<file path="src/rtl/reg_bus_reader_if.sv">
// Request / response / register-bus bundle for reg_bus_reader.
// slave is the reader itself, master is whoever issues reads and owns the bus.
interface reg_bus_reader_if #(
    parameter int NREG = 4,
    parameter int AW   = 2
);
    logic            req_valid;
    logic [AW-1:0]   req_addr;
    logic            req_ready;
    logic [NREG-1:0] oe;
    logic [3:0]      bus_d;
    logic            rsp_valid;
    logic [3:0]      rsp_data;
    logic [AW-1:0]   rsp_addr;
    logic            rsp_err;
    logic            rsp_ready;

    modport slave (
        input  req_valid, req_addr, bus_d, rsp_ready,
        output req_ready, oe, rsp_valid, rsp_data, rsp_addr, rsp_err
    );

    modport master (
        output req_valid, req_addr, bus_d, rsp_ready,
        input  req_ready, oe, rsp_valid, rsp_data, rsp_addr, rsp_err
    );
endinterface

</file>
<file path="src/rtl/reg_bus_reader.sv">
// Read-side controller for a shared 4-bit tristate register bus.
// Enables one register at a time (oe active low), waits SETTLE cycles,
// captures the bus and returns the value on a valid/ready response port.
// A one-cycle all-released GAP state follows every response as bus turnaround.
//
// state | meaning
// IDLE  | bus released, ready for a request
// DRIVE | oe[rsp_addr] low, counting settle cycles
// RESP  | bus released, response held until accepted
// GAP   | one released cycle before the next request
module reg_bus_reader #(
    parameter int NREG   = 4,
    parameter int SETTLE = 2,
    parameter int AW     = 2
) (
    input  logic                 clk,
    input  logic                 clr,
    reg_bus_reader_if.slave      bus
);
    localparam int            CW      = (SETTLE > 1) ? $clog2(SETTLE) : 1;
    localparam logic [CW-1:0] CNT_END = CW'(SETTLE - 1);
    localparam logic [AW:0]   NREG_W  = (AW + 1)'(NREG);

    typedef enum logic [1:0] {IDLE, DRIVE, RESP, GAP} state_t;

    state_t          r_state;
    logic [NREG-1:0] r_oe;
    logic            r_rsp_valid;
    logic [3:0]      r_rsp_data;
    logic [AW-1:0]   r_rsp_addr;
    logic            r_rsp_err;
    logic [CW-1:0]   r_cnt;

    logic            w_req_ready;
    logic            w_in_range;
    logic [NREG-1:0] w_oe_sel;

    assign w_req_ready = (r_state == IDLE) & ~clr;
    assign w_in_range  = ({1'b0, bus.req_addr} < NREG_W);

    // Active-low one-hot enable pattern for the requested address.
    always_comb begin
        w_oe_sel = '1;
        for (int i = 0; i < NREG; i++) begin
            if (bus.req_addr == AW'(i)) begin
                w_oe_sel[i] = 1'b0;
            end
        end
    end

    // Sequencer with registered oe and response outputs; clr overrides everything.
    always_ff @(posedge clk) begin
        if (clr) begin
            r_state     <= IDLE;
            r_oe        <= '1;
            r_rsp_valid <= 1'b0;
            r_rsp_data  <= 4'h0;
            r_rsp_addr  <= '0;
            r_rsp_err   <= 1'b0;
            r_cnt       <= '0;
        end else begin
            case (r_state)
                IDLE: begin
                    r_oe <= '1;
                    if (bus.req_valid && w_req_ready) begin
                        r_rsp_addr <= bus.req_addr;
                        r_cnt      <= '0;
                        if (w_in_range) begin
                            r_oe    <= w_oe_sel;
                            r_state <= DRIVE;
                        end else begin
                            r_rsp_err   <= 1'b1;
                            r_rsp_data  <= 4'h0;
                            r_rsp_valid <= 1'b1;
                            r_state     <= RESP;
                        end
                    end
                end
                DRIVE: begin
                    r_cnt <= r_cnt + CW'(1);
                    if (r_cnt == CNT_END) begin
                        r_rsp_data  <= bus.bus_d;
                        r_rsp_err   <= 1'b0;
                        r_oe        <= '1;
                        r_rsp_valid <= 1'b1;
                        r_state     <= RESP;
                    end
                end
                RESP: begin
                    if (bus.rsp_ready) begin
                        r_rsp_valid <= 1'b0;
                        r_state     <= GAP;
                    end
                end
                GAP: begin
                    r_oe    <= '1;
                    r_state <= IDLE;
                end
                default: begin
                    r_oe    <= '1;
                    r_state <= IDLE;
                end
            endcase
        end
    end

    assign bus.req_ready = w_req_ready;
    assign bus.oe        = r_oe;
    assign bus.rsp_valid = r_rsp_valid;
    assign bus.rsp_data  = r_rsp_data;
    assign bus.rsp_addr  = r_rsp_addr;
    assign bus.rsp_err   = r_rsp_err;
endmodule

</file>
<file path="src/flat_wrapper.sv">
// flat-port wrapper written by rule: the top's interface ports become plain ports
module reg_bus_reader_flat 
#(
    parameter int NREG   = 4,
    parameter int SETTLE = 2,
    parameter int AW     = 2
)
  (clk, clr, bus_req_valid, bus_req_addr, bus_bus_d, bus_rsp_ready, bus_req_ready, bus_oe, bus_rsp_valid, bus_rsp_data, bus_rsp_addr, bus_rsp_err);
  reg_bus_reader_if #(.NREG(NREG), .AW(AW)) bus_i ();
  input  logic clk;
  input  logic clr;
  input wire logic [$bits(bus_i.req_valid)-1:0] bus_req_valid;
  input wire logic [$bits(bus_i.req_addr)-1:0] bus_req_addr;
  input wire logic [$bits(bus_i.bus_d)-1:0] bus_bus_d;
  input wire logic [$bits(bus_i.rsp_ready)-1:0] bus_rsp_ready;
  output wire logic [$bits(bus_i.req_ready)-1:0] bus_req_ready;
  output wire logic [$bits(bus_i.oe)-1:0] bus_oe;
  output wire logic [$bits(bus_i.rsp_valid)-1:0] bus_rsp_valid;
  output wire logic [$bits(bus_i.rsp_data)-1:0] bus_rsp_data;
  output wire logic [$bits(bus_i.rsp_addr)-1:0] bus_rsp_addr;
  output wire logic [$bits(bus_i.rsp_err)-1:0] bus_rsp_err;
  assign bus_i.req_valid = bus_req_valid;
  assign bus_i.req_addr = bus_req_addr;
  assign bus_i.bus_d = bus_bus_d;
  assign bus_i.rsp_ready = bus_rsp_ready;
  assign bus_req_ready = bus_i.req_ready;
  assign bus_oe = bus_i.oe;
  assign bus_rsp_valid = bus_i.rsp_valid;
  assign bus_rsp_data = bus_i.rsp_data;
  assign bus_rsp_addr = bus_i.rsp_addr;
  assign bus_rsp_err = bus_i.rsp_err;
  reg_bus_reader #(.NREG(NREG), .SETTLE(SETTLE), .AW(AW)) u_core (.clk(clk), .clr(clr), .bus(bus_i));
endmodule
</file>
<file path="config.mk">
export PLATFORM = sky130hd
export DESIGN_NAME = reg_bus_reader_flat
export DESIGN_NICKNAME = d
export VERILOG_FILES = /design/src/rtl/reg_bus_reader_if.sv /design/src/rtl/reg_bus_reader.sv /design/src/flat_wrapper.sv
export SDC_FILE = /design/constraint.sdc
export NUM_CORES = 1
export LEC_CHECK = 0
export ABC_AREA = 1
export BUFFER_PORTS_ARGS = -buffer_cell sky130_fd_sc_hd__buf_2
export CAP_MARGIN = 20
export CORE_MARGIN = 2
export CORE_UTILIZATION = 44
export CTS_CLUSTER_DIAMETER = 120
export DETAILED_ROUTE_END_ITERATION = 7
export HOLD_SLACK_MARGIN = 0.03
export PLACE_DENSITY = 0.74
export RECOVER_POWER = 50
export SETUP_SLACK_MARGIN = 0.4
export SYNTH_ARGS = -nofsm -noshare
export SYNTH_HDL_FRONTEND = slang
export SYNTH_SLANG_ARGS = --single-unit
</file>
<file path="constraint.sdc">
create_clock -name clk -period 1.24 [get_ports clk]
set_input_delay 0 -clock clk [delete_from_list [all_inputs] [get_ports clk]]
set_output_delay 0 -clock clk [all_outputs]
set_load 0.02 [all_outputs]
</file>
==> results of run 1 <==
==> cell usage in the layout (no fill, tap or decap), drive strengths merged <==
cell type    netlist  routed
ha                 5       5
conb               1       1
dfxtp             14      14
dlygate4sd3        0       5
clkbuf             0      13
nand3              8       8
buf                2      20
o21ai              7       7
a21oi              8       8
inv               18      18
nand2             24      24
nor2              16      16
==> what timing repair did <==
action                                  4_1_cts  5_1_grt
pin swaps                                     4       12
resized for setup                            19       25
endpoints found under the hold margin         6        0
hold buffers                                  5        0
endpoints found under the setup margin       15       18
setup buffers                                 3        6
==> stage by stage <==
stage          TNS [ns]  hold WS, ns  power, mW  cells
6_report              0       0.0492       2.34    155
5_1_grt         -0.0348       0.0556       2.52    155
4_1_cts               0       0.0413       2.09    149
3_5_place_dp          0        0.264       1.63    138
3_3_place_gp          0        0.266       1.61    138
2_1_floorplan         0        0.132       1.43    103
==> worst max-delay path, delay by kind of cell, from the launching register on <==
kind,cells,cell delay (ns)
adder cells (fa/ha/maj),1,0.16
buffers and inverters,3,0.24
AND/OR/NAND/NOR,1,0.09
flip-flops,1,0.38
==> per-layer routing <==
| layer | vias to the layer above | wire, µm | part of all wire | global-route usage |
|---|---|---|---|---|
| met1 | 340 | 763 | 0.41 | 0.190 |
| met4 | 0 | 23 | 0.012 | 0.0882 |
| li1 | 390 | - | - | - |
| met2 | 22 | 974 | 0.53 | 0.313 |
| met3 | 3 | 87 | 0.047 | 0.0476 |
| met5 | - | 0 | 0 | 0 |
==> final cells by class <==
class | instances | area, µm²
fill | 131 | 415
inverter | 18 | 92.6
multi-input combinational | 69 | 494
clock buffer | 3 | 22.5
timing repair buffer | 35 | 226
sequential | 14 | 288
tap | 16 | 20.0
==> state kept, by name (all words and copies together) (netlist names) <==
signal                count
u_core.r_state            2
u_core.bus.rsp_valid      1
u_core.bus.rsp_data       4
u_core.bus.oe             4
u_core.bus.rsp_addr       2
u_core.r_cnt              1
==> worst paths after layout <==
| kind | end | slack, ns | startpoint | depth (start not counted) |
|---|---|---|---|---|
| setup / recovery | bus_req_ready | 0.07 | u_core.r_state[0] | 5 |
| hold / removal | u_core.bus.rsp_addr[1] | 0.05 | bus_req_valid | 3 |
| setup reg to reg | u_core.bus.oe[0] | 0.07 | u_core.r_state[1] | 8 |
| hold reg to reg | u_core.bus.rsp_addr[1] | 0.46 | u_core.bus.rsp_addr[1] | 2 |
==> power by group <==
| group | leakage, nW | internal (mW) | total [mW] | switching, mW |
|---|---|---|---|---|
| clock | 0.0138 | 0.113 | 0.260 | 0.147 |
| combinational | 0.390 | 0.624 | 1.42 | 0.795 |
| sequential | 0.115 | 0.559 | 0.659 | 0.0993 |
==> kinds of logic (layout without fill, tap and decap cells) <==
| family | Yosys count | count (layout) | share of synthesized area |
|---|---|---|---|
| compound gates | 15 | 15 | 0.104 |
| fa+ha+maj | 5 | 5 | 0.0829 |
| flops | 14 | 14 | 0.371 |
| simple gates | 48 | 48 | 0.312 |
| other cells | 1 | 1 | 0.00497 |
| buf+inv | 20 | 56 | 0.124 |
==> results.sh, run 1 <==
export IMPL_synthFlopType="sky130_fd_sc_hd__dfxtp_1"
export IMPL_slowest_stage="sky130_fd_sc_hd__dfxtp_4"
export IMPL_drt_total_wl_um=1850
export IMPL_max_cap_viol_count=0
export IMPL_detailed_place_hpwl_um=1150
export IMPL_area_delta_synth_final_pct=51.6
export IMPL_total_routing_usage_reported_by_global_routing=0.177
export IMPL_hold_viol_final=0
export IMPL_synth_cell_types=21
export IMPL_end_kind="output port"
export IMPL_synth_net_count=118
export IMPL_layout_core_utilization=0.734
export IMPL_arrival_ns=1.17
export IMPL_initial_utilization=0.484
export IMPL_p_leak_nw=0.519
export IMPL_detailedRoute_firstPassIterationCount=4
export IMPL_final_nets=156
export IMPL_placed_area_um2=892
export IMPL_detailed_router_s_first_iteration_violation_count=11
export IMPL_worstHoldPathType="input pin to flop"
export IMPL_cts_inserted_buffers=3
export IMPL_cts_htree_levels=1
export IMPL_grt_first_pass_wirelength_um=2500
export IMPL_ios=23
export IMPL_tritoncts_num_sinks=14
export IMPL_path_cells="inv_6 -> ha_4 -> inv_4 -> nor2_4 -> buf_6"
export IMPL_slowest_delay_ns=0.38
export IMPL_gp_routability_congestion=0.767
export IMPL_die_outline_area_um2=2060
export IMPL_die_h_um=45.4
export IMPL_ys_ff_latch=14
export IMPL_cts_clk_pin_slew_worst_paths_ns=0.09
export IMPL_detail_route_drc_violations=0
export IMPL_synthDominantCellAreaShare=0.371
export IMPL_cts_tree="yes"
export IMPL_ys_warnings_count=0
export IMPL_fmax_mhz=853
export IMPL_rows=14
export IMPL_finalSetupViolations=0
export IMPL_timing_critical_path_required_ns=1.24
export IMPL_dp_slack_ns=0.00725
export IMPL_portBuffers=21
export IMPL_top_fanout_value_on_the_critical_path=4
export IMPL_antenna_found_initial=0
export IMPL_layout_drive_gt1_share=0.432
export IMPL_ys_seq_area_frac=0.371
export IMPL_overflow=0
export IMPL_detail_route_wl_per_cell_um=11.9
export IMPL_ys_async_sr_fraction=0
export IMPL_final_setup_worst_slack_ns=0.0675
export IMPL_final_min_clock_period_ns=1.17
export IMPL_clock_latency_ns=0.29
export IMPL_syn_avg_cell_area_um2=7.32
export IMPL_grt_setup_unrepaired="yes"
export IMPL_worst_ir_drop_vdd_v=0.00119
export IMPL_syn_instance_count=103
export IMPL_pin_count_of_the_biggest_net_entering_global_routing=10
export IMPL_first_global_vias=624
export IMPL_core_region_area_um2=1560
export IMPL_number_of_inserted_diodes=0
export IMPL_synthesis_area_um2=754
export IMPL_run_status="finished clean"
export IMPL_timing_setup_critical_path_class="flop to output port"
export IMPL_finalClockSkew_ns=0.00995
export IMPL_final_max_slew_violation_count=0
export IMPL_start_kind="flop"
export IMPL_clock_tree_buffer_depth=2
export IMPL_synth_edf_count=0
export IMPL_die_w_um=45.4
export IMPL_synth_most_common_cell="sky130_fd_sc_hd__nand2_1"
export IMPL_ys_top_cells_by_area="sky130_fd_sc_hd__dfxtp_1 37%, sky130_fd_sc_hd__nand2_1 10%, sky130_fd_sc_hd__ha_1 8.3%"
export IMPL_synth_top_cells_by_count="21 x sky130_fd_sc_hd__nand2_1, 14 x sky130_fd_sc_hd__dfxtp_1, 14 x sky130_fd_sc_hd__nor2_1, 13 x sky130_fd_sc_hd__inv_1, 8 x sky130_fd_sc_hd__a21oi_1"
export IMPL_power_per_cell_area_nw_per_um2=2040
export IMPL_clock_tree_root="sky130_fd_sc_hd__clkbuf_4"
export IMPL_drt_antenna_violating_nets=0
export IMPL_post_detailed_route_via_to_cell_ratio=4.87
export IMPL_detailroute_via_count=755
export IMPL_yosysTopAreaCell="sky130_fd_sc_hd__dfxtp_1"
export IMPL_design_area_um2=1140
export IMPL_post_route_period_util=0.946
Power figures use the tool's default switching activity.
==> run 2, diff against run 1 <==
--- a/config.mk
+++ b/config.mk
@@ -5,15 +5,13 @@
 export SDC_FILE = /design/constraint.sdc
 export NUM_CORES = 1
 export LEC_CHECK = 0
-export ABC_AREA = 1
 export BUFFER_PORTS_ARGS = -buffer_cell sky130_fd_sc_hd__buf_2
-export CAP_MARGIN = 20
 export CORE_MARGIN = 2
-export CORE_UTILIZATION = 44
+export CORE_UTILIZATION = 43
 export CTS_CLUSTER_DIAMETER = 120
 export DETAILED_ROUTE_END_ITERATION = 7
 export HOLD_SLACK_MARGIN = 0.03
-export PLACE_DENSITY = 0.74
+export PLACE_DENSITY = 0.73
 export RECOVER_POWER = 50
 export SETUP_SLACK_MARGIN = 0.4
 export SYNTH_ARGS = -nofsm -noshare
==> results.sh, run 2 <==
export IMPL_run_status="finished, violations left"
export IMPL_violated_checks="setup timing"
export IMPL_top_fanout_value_on_the_critical_path=6
export IMPL_slowest_delay_ns=0.38
export IMPL_cts_htree_levels=1
export IMPL_layout_drive_gt1_share=0.405
export IMPL_path_cells="inv_4 -> ha_4 -> nor2b_4 -> buf_6 -> o21ai_2 -> a21oi_1"
export IMPL_die_w_um=44.7
export IMPL_clock_latency_ns=0.29
export IMPL_power_total_mw=2.17
export IMPL_overflow=0
export IMPL_timing_critical_path_required_ns=1.46
export IMPL_portBuffers=21
export IMPL_gp_routability_congestion=0.747
export IMPL_cts_inserted_buffers=3
export IMPL_dp_cells=117
export IMPL_final_setup_worst_slack_ns=-0.0770
export IMPL_core_region_area_um2=1520
export IMPL_cpLargestDelayFamily="flip-flops"
export IMPL_power_per_cell_area_nw_per_um2=2040
export IMPL_detailroute_via_count=692
export IMPL_initial_utilization=0.468
export IMPL_fmax_mhz=759
export IMPL_total_routing_usage_reported_by_global_routing=0.180
export IMPL_detail_route_drc_violations=0
export IMPL_end_kind="flop"
export IMPL_clock_tree_buffer_depth=2
export IMPL_area_delta_synth_final_pct=48.9
export IMPL_final_min_clock_period_ns=1.32
export IMPL_ys_seq_area_frac=0.393
export IMPL_worstHoldPathType="input pin to flop"
export IMPL_placed_area_um2=858
export IMPL_final_nets=127
export IMPL_synthFlopType="sky130_fd_sc_hd__dfxtp_1"
export IMPL_finalClockSkew_ns=0.00305
export IMPL_synth_most_common_cell="sky130_fd_sc_hd__dfxtp_1"
export IMPL_synth_cell_types=26
export IMPL_p_leak_nw=0.420
export IMPL_layout_commonest_cell="sky130_fd_sc_hd__dfxtp_1"
export IMPL_hold_worst_slack_ns=0.0369
export IMPL_ys_warnings_count=0
export IMPL_detailed_router_s_first_iteration_violation_count=19
export IMPL_timing_setup_critical_path_class="flop to flop"
export IMPL_synthDominantCellAreaShare=0.393
export IMPL_post_route_period_util=1.06
export IMPL_syn_instance_count=81
export IMPL_antenna_found_initial=0
export IMPL_tritoncts_num_sinks=14
export IMPL_ios=23
export IMPL_mostFrequentLayoutCells="12 x sky130_fd_sc_hd__dfxtp_1, 11 x sky130_fd_sc_hd__buf_2, 8 x sky130_fd_sc_hd__clkbuf_1"
export IMPL_drt_total_wl_um=1880
export IMPL_syn_avg_cell_area_um2=8.80
export IMPL_rows=14
export IMPL_start_kind="flop"
export IMPL_dp_slack_ns=-0.0721
export IMPL_crit_buf_inv=2
export IMPL_drt_antenna_violating_nets=0
export IMPL_max_cap_viol_count=0
export IMPL_detail_route_wl_per_cell_um=14.8
export IMPL_finalSetupViolations=8
export IMPL_synthesis_area_um2=713
export IMPL_hold_viol_final=0
export IMPL_ys_async_sr_fraction=0
export IMPL_synth_net_count=96
export IMPL_slowest_stage="sky130_fd_sc_hd__dfxtp_4"
export IMPL_clock_tree_root="sky130_fd_sc_hd__clkbuf_4"
export IMPL_grt_setup_unrepaired="yes"
export IMPL_synth_top_cells_by_count="14 x sky130_fd_sc_hd__dfxtp_1, 10 x sky130_fd_sc_hd__nand2_1, 9 x sky130_fd_sc_hd__a21oi_1, 7 x sky130_fd_sc_hd__nand3_1, 6 x sky130_fd_sc_hd__inv_1"
export IMPL_n_fill_cell=128
export IMPL_pin_count_of_the_biggest_net_entering_global_routing=18
export IMPL_worst_ir_drop_vdd_v=0.00123
export IMPL_synth_edf_count=0
export IMPL_detailed_place_hpwl_um=1090
export IMPL_yosysTopAreaCell="sky130_fd_sc_hd__dfxtp_1"
export IMPL_arrival_ns=1.54
export IMPL_ys_ff_latch=14
export IMPL_cts_clk_pin_slew_worst_paths_ns=0.09
export IMPL_detailedRoute_firstPassIterationCount=4
export IMPL_number_of_inserted_diodes=0
export IMPL_final_max_slew_violation_count=0
export IMPL_cts_tree="yes"
export IMPL_post_detailed_route_via_to_cell_ratio=5.45
export IMPL_design_area_um2=1060
export IMPL_grt_first_pass_wirelength_um=2620
export IMPL_final_instance_count_excl_fill=127
export IMPL_die_outline_area_um2=2000
export IMPL_die_h_um=44.7
export IMPL_first_global_vias=618
export IMPL_ys_top_cells_by_area="sky130_fd_sc_hd__dfxtp_1 39%, sky130_fd_sc_hd__ha_1 8.8%, sky130_fd_sc_hd__a21oi_1 6.3%"
==> run 2: cell types whose count changed after synthesis, moves of 2 or more <==
| cell | before | now |
|---|---|---|
| sky130_fd_sc_hd__a22oi_1 | 0 | 4 |
| sky130_fd_sc_hd__nand2_1 | 21 | 10 |
| sky130_fd_sc_hd__inv_1 | 13 | 6 |
| sky130_fd_sc_hd__o21ai_0 | 5 | 2 |
| sky130_fd_sc_hd__nand2_2 | 2 | 0 |
| sky130_fd_sc_hd__nand3_1 | 5 | 7 |
| sky130_fd_sc_hd__nand3_2 | 2 | 0 |
| sky130_fd_sc_hd__inv_2 | 4 | 0 |
| sky130_fd_sc_hd__nor2_1 | 14 | 5 |
==> run 2: power by group <==
group | leakage (nW) | total [mW] | internal (mW) | switching (mW)
Sequential | 0.115 | 0.639 | 0.543 | 0.0963
Combinational | 0.284 | 1.19 | 0.553 | 0.638
Clock | 0.0210 | 0.341 | 0.179 | 0.162
Total | 0.420 | 2.17 | 1.27 | 0.897
==> run 2: routing by layer <==
| metal | GRT usage | vias to the layer above | wire, µm |
|---|---|---|---|
| met2 | 0.272 | 28 | 873 |
| met1 | 0.241 | 319 | 812 |
| met5 | 0 | - | 0 |
| met3 | 0.0360 | 8 | 121 |
| li1 | - | 337 | - |
| met4 | 0.0970 | 0 | 68 |
==> run 2: worst min-delay path, cell delays in order <==
cell	delay [ns]
sky130_fd_sc_hd__buf_2	0.16
sky130_fd_sc_hd__nand3_2	0.09
sky130_fd_sc_hd__a21oi_2	0.04
==> run 2: final timing paths <==
path / startpoint / to / slack [ns] / cells past startpoint
hold reg to reg: u_core.bus.rsp_data[2] / u_core.bus.rsp_data[2] / 0.47 / 2
hold / removal: bus_req_valid / u_core.bus.rsp_addr[0] / 0.04 / 3
setup / recovery: u_core.r_state[1] / u_core.bus.rsp_valid / -0.08 / 6
setup reg to reg: u_core.r_state[1] / u_core.bus.rsp_valid / -0.08 / 6
==> run 2: stage by stage <==
step | utilization | setup TNS, ns
floorplan | - | -0.127
global placement | 0.563 | -0.127
detailed placement | 0.563 | -0.312
CTS | 0.663 | -0.110
global route | 0.697 | -0.735
finish | 0.697 | -0.326
==> run 2: cell families after synthesis <==
| kind of cell | Yosys count | share of synthesized area |
|---|---|---|
| muxes | 1 | 0.0140 |
| buffers and inverters | 11 | 0.0895 |
| AOI/OAI and AO/OA | 18 | 0.163 |
| other | 1 | 0.00526 |
| and+or+nand+nor | 31 | 0.247 |
| DFF | 14 | 0.393 |
| adders and majority gates | 5 | 0.0877 |
==> run 2: what timing repair did <==
action,in CTS,in global routing
pin swaps,9,12
cloned,0,0
endpoints found under the hold margin,6,0
setup buffers,0,0
hold buffers,6,0
resized for setup,16,14
endpoints found under the setup margin,15,16
==> run 2: layout make-up <==
type | instances | area (µm²) | share of cell area
Multi-Input combinational cell | 56 | 487 | 0.458
Sequential cell | 14 | 288 | 0.271
Timing Repair Buffer | 31 | 201 | 0.190
Clock buffer | 4 | 36.3 | 0.0342
Inverter | 6 | 30.0 | 0.0283
Tap cell | 16 | 20.0 | 0.0188
==> run 3, diff against run 2 <==
--- a/config.mk
+++ b/config.mk
@@ -7,11 +7,11 @@
 export LEC_CHECK = 0
 export BUFFER_PORTS_ARGS = -buffer_cell sky130_fd_sc_hd__buf_2
 export CORE_MARGIN = 2
-export CORE_UTILIZATION = 43
+export CORE_UTILIZATION = 51
 export CTS_CLUSTER_DIAMETER = 120
 export DETAILED_ROUTE_END_ITERATION = 7
 export HOLD_SLACK_MARGIN = 0.03
-export PLACE_DENSITY = 0.73
+export PLACE_DENSITY = 0.8
 export RECOVER_POWER = 50
 export SETUP_SLACK_MARGIN = 0.4
 export SYNTH_ARGS = -nofsm -noshare
==> constraint.sdc (replaced) <==
create_clock -name clk -period 1.55 [get_ports clk]
set_input_delay 0 -clock clk [delete_from_list [all_inputs] [get_ports clk]]
set_output_delay 0 -clock clk [all_outputs]
set_load 0.02 [all_outputs]
==> results.sh, run 3 (synthesis results as in run 2) <==
export IMPL_drt_total_wl_um=2110
export IMPL_timing_critical_path_required_ns=1.72
export IMPL_mostFrequentLayoutCells="12 x sky130_fd_sc_hd__dfxtp_1, 11 x sky130_fd_sc_hd__clkbuf_1, 9 x sky130_fd_sc_hd__buf_2"
export IMPL_finalClockSkew_ns=0.00108
export IMPL_pin_count_of_the_biggest_net_entering_global_routing=18
export IMPL_portBuffers=21
export IMPL_gp_routability_congestion=0.726
export IMPL_clock_latency_ns=0.29
export IMPL_drt_antenna_violating_nets=0
export IMPL_layout_core_utilization=0.824
export IMPL_worstHoldPathType="input pin to flop"
export IMPL_power_per_cell_area_nw_per_um2=1670
export IMPL_final_min_clock_period_ns=1.31
export IMPL_top_fanout_value_on_the_critical_path=7
export IMPL_multiInputGateArea_um2=504
export IMPL_arrival_ns=1.48
export IMPL_post_detailed_route_via_to_cell_ratio=5.69
export IMPL_grt_setup_unrepaired="yes"
export IMPL_total_routing_usage_reported_by_global_routing=0.285
export IMPL_detailroute_via_count=723
export IMPL_placed_area_um2=820
export IMPL_cts_clk_pin_slew_worst_paths_ns=0.09
export IMPL_number_of_inserted_diodes=0
export IMPL_detailed_place_hpwl_um=1020
export IMPL_antenna_found_initial=0
export IMPL_design_area_um2=1070
export IMPL_finalSetupViolations=0
export IMPL_worst_ir_drop_vdd_v=0.00112
export IMPL_area_delta_synth_final_pct=50.4
export IMPL_detail_route_wl_per_cell_um=16.6
export IMPL_die_w_um=41.4
export IMPL_start_kind="flop"
export IMPL_max_cap_viol_count=0
export IMPL_overflow=0
export IMPL_power_total_mw=1.79
export IMPL_final_max_slew_violation_count=0
export IMPL_clock_tree_root="sky130_fd_sc_hd__clkbuf_4"
export IMPL_die_h_um=41.4
export IMPL_hold_viol_final=0
export IMPL_totalNegativeSetupSlack_ns=0
export IMPL_die_outline_area_um2=1710
export IMPL_post_route_period_util=0.847
export IMPL_tritoncts_num_sinks=14
export IMPL_first_global_vias=626
export IMPL_end_kind="flop"
export IMPL_detailed_router_s_first_iteration_violation_count=43
export IMPL_cts_inserted_buffers=3
export IMPL_fmax_mhz=762
export IMPL_detail_route_drc_violations=0
export IMPL_layout_drive_gt1_share=0.357
export IMPL_clock_tree_buffer_depth=2
export IMPL_grt_first_pass_wirelength_um=3010
export IMPL_n_fill_cell=84
export IMPL_ios=23
export IMPL_initial_utilization=0.548
export IMPL_cts_tree="yes"
export IMPL_run_status="finished clean"
export IMPL_p_leak_nw=0.405
export IMPL_core_region_area_um2=1300
export IMPL_cts_htree_levels=1
export IMPL_seq_area_um2=288
export IMPL_timing_setup_critical_path_class="flop to flop"
export IMPL_final_nets=128
export IMPL_layout_commonest_cell="sky130_fd_sc_hd__dfxtp_1"
export IMPL_detailedRoute_firstPassIterationCount=4
export IMPL_rows=13
## run 3: cell count changes in the layout (fill, tap and decap cells not counted), moves of 2 or more
cell | previous run | this run
sky130_fd_sc_hd__a21oi_1 | 6 | 8
sky130_fd_sc_hd__a21oi_2 | 3 | 1
sky130_fd_sc_hd__a22oi_1 | 4 | 1
sky130_fd_sc_hd__a22oi_2 | 0 | 3
sky130_fd_sc_hd__buf_2 | 11 | 9
sky130_fd_sc_hd__buf_4 | 3 | 5
sky130_fd_sc_hd__buf_6 | 3 | 1
sky130_fd_sc_hd__clkbuf_1 | 8 | 11
sky130_fd_sc_hd__inv_4 | 3 | 1
## run 3: path summary, 6_finish.rpt
check,startpoint,to,slack [ns],depth (start not counted)
hold reg to reg,u_core.bus.rsp_data[3],u_core.bus.rsp_data[3],0.47,2
setup reg to reg,u_core.r_state[1],u_core.bus.oe[0],0.24,5
setup / recovery,u_core.r_state[1],u_core.bus.oe[0],0.24,5
hold / removal,bus_req_valid,u_core.bus.rsp_addr[0],0.06,3
## run 3: layout make-up
cell class	instances	area share
repair buffers	32	0.182
flip-flops and latches	14	0.268
inverters	6	0.0280
well taps	15	0.0175
clock buffers	4	0.0338
multi-input cells	56	0.470
## run 3: repair_timing
item                                    in CTS  in global routing
hold endpoints to repair                     6                  0
hold buffers                                 6                  0
buffers inserted                             5                  0
pin swaps                                   11                 10
endpoints found under the setup margin       9                 15
resized for setup                           15                 11
## run 3: where the power goes
part           switching [mW]  internal (mW)  total [mW]
logic                   0.536          0.455       0.991
clock network           0.134          0.143       0.278
registers              0.0839          0.434       0.518
## run 3: through the flow
| stage | hold WS (ns) | setup WS (ns) | instances |
|---|---|---|---|
| after floorplan | 0.148 | 0.268 | 81 |
| after global placement | 0.266 | 0.162 | 112 |
| after detailed placement | 0.262 | 0.176 | 112 |
| after CTS | 0.0391 | 0.284 | 127 |
| after global routing | 0.0803 | 0.206 | 127 |
| final | 0.0627 | 0.238 | 127 |
## run 3: worst max-delay path, cell delays in order, from the launching register on
cell	delay, ns
sky130_fd_sc_hd__dfxtp_4	0.37
sky130_fd_sc_hd__inv_4	0.08
sky130_fd_sc_hd__ha_4	0.13
sky130_fd_sc_hd__nor2b_4	0.31
sky130_fd_sc_hd__or2_4	0.23
sky130_fd_sc_hd__a22oi_2	0.07
## run 3: per-layer routing
layer / up-vias / GRT usage / wire length [µm]
met5: - / 0 / 0
met4: 0 / 0.185 / 92
met3: 13 / 0.0957 / 141
met2: 34 / 0.512 / 1090
met1: 335 / 0.276 / 790
li1: 341 / - / -
